==> config.mk <==
export PLATFORM = sky130hd
export DESIGN_NAME = alu_input_sequencer
export DESIGN_NICKNAME = d
export VERILOG_FILES = /design/src/rtl/alu_pkg.sv /design/src/rtl/alu_input_sequencer_btn_debounce.sv /design/src/rtl/alu_input_sequencer.sv
export SDC_FILE = /design/constraint.sdc
export NUM_CORES = 1
export LEC_CHECK = 0
export CORE_UTILIZATION = 50
export DETAILED_ROUTE_END_ITERATION = 10
export PLACE_DENSITY_LB_ADDON = 0.3
export SLEW_MARGIN = 20
export SYNTH_ARGS = -nofsm -noshare
export SYNTH_HDL_FRONTEND = slang
export SYNTH_SLANG_ARGS = --single-unit
export TNS_END_PERCENT = 5
==> constraint.sdc <==
create_clock -name clk -period 6.1 [get_ports clk]
set_input_delay 1.22 -clock clk [delete_from_list [all_inputs] [get_ports clk]]
set_output_delay 1.22 -clock clk [all_outputs]
set_load 0.02 [all_outputs]
==> src/rtl/alu_pkg.sv <==
`default_nettype none
// ============================================================================
//  Module      : alu_pkg
//  Description : Shared types for the ALU input sequencer: default operand
//                width, ALU opcode encoding and sequencer state encoding.
//  Revision    : 1.0 - initial release
// ============================================================================
package alu_pkg;

    localparam int ALU_WIDTH = 8;

    typedef enum logic [2:0] {
        OP_ADD = 3'd0,
        OP_SUB = 3'd1,
        OP_AND = 3'd2,
        OP_OR  = 3'd3,
        OP_XOR = 3'd4,
        OP_SHL = 3'd5,
        OP_SHR = 3'd6,
        OP_NOT = 3'd7
    } opcode_e;

    typedef enum logic [2:0] {
        ST_LOAD_A  = 3'd0,
        ST_LOAD_B  = 3'd1,
        ST_LOAD_OP = 3'd2,
        ST_EXEC    = 3'd3,
        ST_SHOW    = 3'd4
    } state_e;

endpackage : alu_pkg
`default_nettype wire

==> src/rtl/alu_input_sequencer_btn_debounce.sv <==
`default_nettype none
// ============================================================================
//  Module      : btn_debounce
//  Description : 2-FF synchronizer, stable-level debouncer and rising-edge
//                press pulse for one raw push-button.
//  Revision    : 1.0 - initial release
// ============================================================================
module btn_debounce #(
    parameter int DEB_CYCLES = 1_000_000
) (
    input  logic clk,
    input  logic rst,
    input  logic i_btn,
    output logic o_press
);

    // Counter only needs to reach DEB_CYCLES-1: the level flips on the cycle
    // the DEB_CYCLES-th consecutive differing sample is seen.
    localparam int CW = (DEB_CYCLES > 1) ? $clog2(DEB_CYCLES) : 1;
    localparam logic [CW-1:0] c_LAST = CW'(DEB_CYCLES - 1);

    logic [1:0]    r_sync;
    logic          r_level;
    logic [CW-1:0] r_cnt;
    logic          r_press;

    // Synchronize, count consecutive samples that differ from the accepted
    // level, and emit a single pulse when the accepted level rises.
    always_ff @(posedge clk) begin
        if (!rst) begin
            r_sync  <= 2'b00;
            r_level <= 1'b0;
            r_cnt   <= '0;
            r_press <= 1'b0;
        end else begin
            r_sync  <= {r_sync[0], i_btn};
            r_press <= 1'b0;
            if (r_sync[1] == r_level) begin
                r_cnt <= '0;
            end else if (r_cnt == c_LAST) begin
                r_cnt   <= '0;
                r_level <= r_sync[1];
                r_press <= r_sync[1];
            end else begin
                r_cnt <= r_cnt + 1'b1;
            end
        end
    end

    assign o_press = r_press;

endmodule : btn_debounce
`default_nettype wire

==> src/rtl/alu_input_sequencer.sv <==
`default_nettype none
// ============================================================================
//  Module      : alu_input_sequencer
//  Description : Button-driven sequencer that loads A, B and an opcode from
//                slide switches, executes one ALU operation and shows the
//                registered result and flags.
//  Revision    : 1.0 - initial release
// ============================================================================
module alu_input_sequencer
    import alu_pkg::*;
#(
    parameter int WIDTH      = ALU_WIDTH,
    parameter int DEB_CYCLES = 1_000_000
) (
    input  logic             clk,
    input  logic             rst,
    input  logic [WIDTH-1:0] sw,
    input  logic             btn_next,
    input  logic             btn_clr,
    output logic [WIDTH-1:0] result,
    output logic             zero,
    output logic             carry,
    output logic             overflow,
    output logic [2:0]       step,
    output logic             done
);

    localparam int c_MSB = WIDTH - 1;

    logic w_next;
    logic w_clr;

    btn_debounce #(.DEB_CYCLES(DEB_CYCLES)) u_deb_next (
        .clk     (clk),
        .rst     (rst),
        .i_btn   (btn_next),
        .o_press (w_next)
    );

    btn_debounce #(.DEB_CYCLES(DEB_CYCLES)) u_deb_clr (
        .clk     (clk),
        .rst     (rst),
        .i_btn   (btn_clr),
        .o_press (w_clr)
    );

    state_e           r_state;
    state_e           w_state_nxt;
    logic [WIDTH-1:0] r_a;
    logic [WIDTH-1:0] r_b;
    opcode_e          r_op;
    logic [WIDTH-1:0] r_result;
    logic             r_zero;
    logic             r_carry;
    logic             r_ovf;
    logic             r_done;

    logic [WIDTH:0]   w_sum;
    logic [WIDTH:0]   w_diff;
    logic [WIDTH-1:0] w_res;
    logic             w_carry;
    logic             w_ovf;

    // State register.
    always_ff @(posedge clk) begin
        if (!rst) begin
            r_state <= ST_LOAD_A;
        end else begin
            r_state <= w_state_nxt;
        end
    end

    // Next-state logic; clear overrides a simultaneous advance.
    always_comb begin
        w_state_nxt = r_state;
        if (w_clr) begin
            w_state_nxt = ST_LOAD_A;
        end else begin
            case (r_state)
                ST_LOAD_A:  if (w_next) w_state_nxt = ST_LOAD_B;
                ST_LOAD_B:  if (w_next) w_state_nxt = ST_LOAD_OP;
                ST_LOAD_OP: if (w_next) w_state_nxt = ST_EXEC;
                ST_EXEC:    w_state_nxt = ST_SHOW;
                ST_SHOW:    if (w_next) w_state_nxt = ST_LOAD_A;
                default:    w_state_nxt = ST_LOAD_A;
            endcase
        end
    end

    // ALU datapath evaluated at WIDTH+1 bits so carry/borrow fall out directly.
    always_comb begin
        w_sum   = {1'b0, r_a} + {1'b0, r_b};
        w_diff  = {1'b0, r_a} - {1'b0, r_b};
        w_res   = '0;
        w_carry = 1'b0;
        w_ovf   = 1'b0;
        case (r_op)
            OP_ADD: begin
                w_res   = w_sum[WIDTH-1:0];
                w_carry = w_sum[WIDTH];
                w_ovf   = (r_a[c_MSB] == r_b[c_MSB]) && (w_sum[c_MSB] != r_a[c_MSB]);
            end
            OP_SUB: begin
                w_res   = w_diff[WIDTH-1:0];
                w_carry = ~w_diff[WIDTH];
                w_ovf   = (r_a[c_MSB] != r_b[c_MSB]) && (w_diff[c_MSB] != r_a[c_MSB]);
            end
            OP_AND: w_res = r_a & r_b;
            OP_OR:  w_res = r_a | r_b;
            OP_XOR: w_res = r_a ^ r_b;
            OP_SHL: begin
                w_res   = {r_a[WIDTH-2:0], 1'b0};
                w_carry = r_a[c_MSB];
            end
            OP_SHR: begin
                w_res   = {1'b0, r_a[WIDTH-1:1]};
                w_carry = r_a[0];
            end
            OP_NOT: w_res = ~r_a;
            default: w_res = '0;
        endcase
    end

    // Operand capture, result/flag register at the end of EXEC, done pulse.
    always_ff @(posedge clk) begin
        if (!rst) begin
            r_a      <= '0;
            r_b      <= '0;
            r_op     <= OP_ADD;
            r_result <= '0;
            r_zero   <= 1'b0;
            r_carry  <= 1'b0;
            r_ovf    <= 1'b0;
            r_done   <= 1'b0;
        end else begin
            r_done <= 1'b0;
            if (w_clr) begin
                r_a      <= '0;
                r_b      <= '0;
                r_op     <= OP_ADD;
                r_result <= '0;
                r_zero   <= 1'b0;
                r_carry  <= 1'b0;
                r_ovf    <= 1'b0;
            end else begin
                case (r_state)
                    ST_LOAD_A:  if (w_next) r_a <= sw;
                    ST_LOAD_B:  if (w_next) r_b <= sw;
                    ST_LOAD_OP: if (w_next) r_op <= opcode_e'(sw[2:0]);
                    ST_EXEC: begin
                        r_result <= w_res;
                        r_zero   <= (w_res == '0);
                        r_carry  <= w_carry;
                        r_ovf    <= w_ovf;
                        r_done   <= 1'b1;
                    end
                    default: ;
                endcase
            end
        end
    end

    assign result   = r_result;
    assign zero     = r_zero;
    assign carry    = r_carry;
    assign overflow = r_ovf;
    assign step     = r_state;
    assign done     = r_done;

endmodule : alu_input_sequencer
`default_nettype wire
==> flow_summary_export.csv <==
group,metric,value,unit
outcome,outcome,"complete, but fails checks",
outcome,violations,"DRC",
clocking,cts_hold_buf,0,
clocking,cts_tree,"yes",
pwr,p_per_area,185,mW/mm²
place,place_area,0.00486,mm²
timing,slew_violations,0,
global_routing,grt_usage,20.4,%
critical_path,cp.required,4.88,ns
hold_path,hp-class,"flop to flop",
clocking,clk_transition_reported_paths,0.09,ns
clocking,cts_inserted_buffers,9,
timing,slew_headroom,37.1,%
critical_path,cpMaxStageDelayCell,"clkdlybuf4s50_1",
layout,final_cell_mix,"nor2_1, dfxtp_1, nand2_1, a21oi_1, xor2_1",
run,cap_violations,0,
routing,drtIter0Drc,196,
layout,layout_commonest_cell,"nor2_1",
layout,drive_above_1_share,4.31,%
critical_path,crit_chain,"clkdlybuf4s50_1",
yosys,yosysTopAreaCellShare,35.8,%
routing,wl_per_cell,13.9,µm
routing,routed-via-count,3806,
timing,skew,0.0109,ns
critical_path,cp-end-kind,"primary output",
die,dieArea,0.00956,mm²
yosys,synthFlopType,"dfxtp_1",
clocking,worst_skew_pair.late_latency,0.36,ns
critical_path,ff2ff_setup_slack,3.44,ns
yosys,synth_area,0.00458,mm²
critical_path,r2r_end,"zero",
timing,finalSetupTns,0,ns
layout,fin_area,0.00505,mm²
global_routing,antenna_found_initial,0,
routing,viasPerCell,5.53,
critical_path,crit_buf_inv,1,
die,die_x,97.8,µm
die,start_util,52.1,%
yosys,yosysSeqAreaShare,35.8,%
layout,nets,615,
timing,min_period_over_period,44.3,%
clocking,cts_resized,0,
clocking,cts_root_buf,"clkbuf_8",
yosys,ys_types,59,
die,rows,34,
clocking,cts_sinks,82,
place,portBuffers,26,
global_routing,grt_max_degree,33,
die,ioPinCount,27,
clocking,htree_levels,3,
place,dp_hpwl,6.73,mm
yosys,syn_area_per_cell,8.09,µm²
place,gp_congestion,0.866,
die,chipHeight,97.8,µm
timing,tightest_slew,0.942,ns
hold_path,worstHoldPathCells,1,
yosys,yosys_register_bits,82,
layout,nFillCells,790,
critical_path,critPathMaxFanout,8,
yosys,synth-warning-count,0,
pwr,power,0.000932,W
critical_path,critPathLaunchType,"flop",
yosys,synth_nets,607,
routing,dr.pass1.iters,8,
critical_path,path_class,"flop to primary output",
yosys,synth_edf_count,0,
yosys,synth-async-reset-ratio,0,%
routing,drc_errors,10,
global_routing,grt-ovfl-total,0,
timing,max_freq,0.370,GHz
global_routing,grt_pass1_wl,15.9,mm
critical_path,critPathTopFamily,"buffers and inverters",
critical_path,r2r_start,"r_a[1]",
pwr,ir_worst_vdd,0.000117,V
hold_path,worstHoldEndpoint,"u_deb_clr.r_sync[1]",
timing,period_needed,2.70,ns
yosys,synth_area_leader_cell,"dfxtp_1",
critical_path,reg2reg_depth,9,
hold_path,min_from,"u_deb_clr.r_sync[0]",
clocking,cts.path.max_buffers,2,
layout,antennaDiodeCount,0,
timing,setup_viol,0,
critical_path,max_stage_delay,0.66,ns
global_routing,grt_pass1_vias,3458,
critical_path,cp.arrival,1.48,ns
clocking,postCtsSetupBuffers,0,
layout,syn_to_final_growth,10.1,%
yosys,syn_inst,567,
routing,ant_nets,0,
routing,drt_wl_total,9.54,mm
yosys,synthTopCellsByArea,"dfxtp_1, nor2_1, ha_1, xor2_1, a21oi_1",
timing,rsz0062_at_grt,"false",
timing,hold_violations,0,
pwr,p_leak,1.76,nW
die,core-area,0.00881,mm²
==> stage by stage <==
step,cells,setup WS [ns],hold slack (ns),util [%]
after CTS,688,3.39,0.451,57.3
after floorplan,567,3.81,0.412,-
after detailed placement,672,3.13,0.427,55.2
after global routing,688,3.28,0.461,57.3
after global placement,672,3.21,0.422,55.2
final,688,3.40,0.446,57.3
==> how the worst max path moves through the flow <==
stage | from | endpoint | slack [ns] | depth (start not counted)
2_1_floorplan | r_a[6] | zero | 3.81 | 10
3_3_place_gp | rst | u_deb_next.r_cnt[18] | 3.21 | 3
3_5_place_dp | rst | u_deb_clr.r_cnt[18] | 3.13 | 3
4_1_cts | step[0] | step[0] | 3.39 | 1
5_1_grt | r_a[1] | overflow | 3.28 | 9
6_report | step[0] | step[0] | 3.40 | 1
==> power by group <==
| group | switching (W) | internal (W) | leakage (nW) |
|---|---|---|---|
| Combinational | 0.00000926 | 0.00000851 | 1.00 |
| Sequential | 0.00000109 | 0.000536 | 0.661 |
| Clock | 0.000221 | 0.000156 | 0.0929 |
==> sequential cells by signal, indices dropped and copies added (netlist names), 2 cells and up <==
signal and flops:
r_a 8, r_op 3, r_b 8, u_deb_clr.r_sync 2, u_deb_next.r_sync 2, step 3
u_deb_next.r_cnt 20, result 8, u_deb_clr.r_cnt 20
==> layout make-up <==
cell class / instances / area [µm²] / share of cell area, %
Timing Repair Buffer: 28 / 275 / 5.45
Clock buffer: 9 / 124 / 2.45
Tap cell: 108 / 135 / 2.68
Multi-Input combinational cell: 428 / 2710 / 53.8
Clock inverter: 7 / 58.8 / 1.17
Inverter: 26 / 97.6 / 1.93
Sequential cell: 82 / 1640 / 32.5
==> cell usage after synthesis, types with 3 or more instances <==
| cell type | n |
|---|---|
| nand2b_1 | 7 |
| and3_1 | 11 |
| nand4_1 | 6 |
| a211oi_1 | 9 |
| inv_1 | 26 |
| buf_2 | 5 |
| clkbuf_1 | 24 |
| a21oi_1 | 38 |
| o211ai_1 | 4 |
| nand3b_1 | 4 |
| a32oi_1 | 3 |
| dfxtp_1 | 82 |
| a31oi_1 | 4 |
| and4_1 | 3 |
| nand3_1 | 20 |
| or3_1 | 5 |
| xnor2_1 | 15 |
| nand2_1 | 48 |
| o21ai_0 | 13 |
| nor4_1 | 3 |
| xor2_1 | 29 |
| nor3_1 | 18 |
| nor4b_1 | 5 |
| nor2b_1 | 9 |
| ha_1 | 26 |
| mux2i_1 | 13 |
| and2_1 | 9 |
| nor2_1 | 88 |
==> kinds of logic after synthesis <==
logic type,count (synthesis),synth area share (%)
compound gates,95,13.2
xor+xnor,44,8.41
fa+ha+maj,28,7.97
buf+inv,57,4.99
flops,82,35.8
mux,16,3.82
simple gates,245,25.8
==> per-layer routing <==
layer	routed length, µm	track usage [%]
met3	401	3.72
met2	4270	33.5
met1	4680	26.7
met4	182	8.04
met5	0	0
Power figures use the tool's default switching activity.
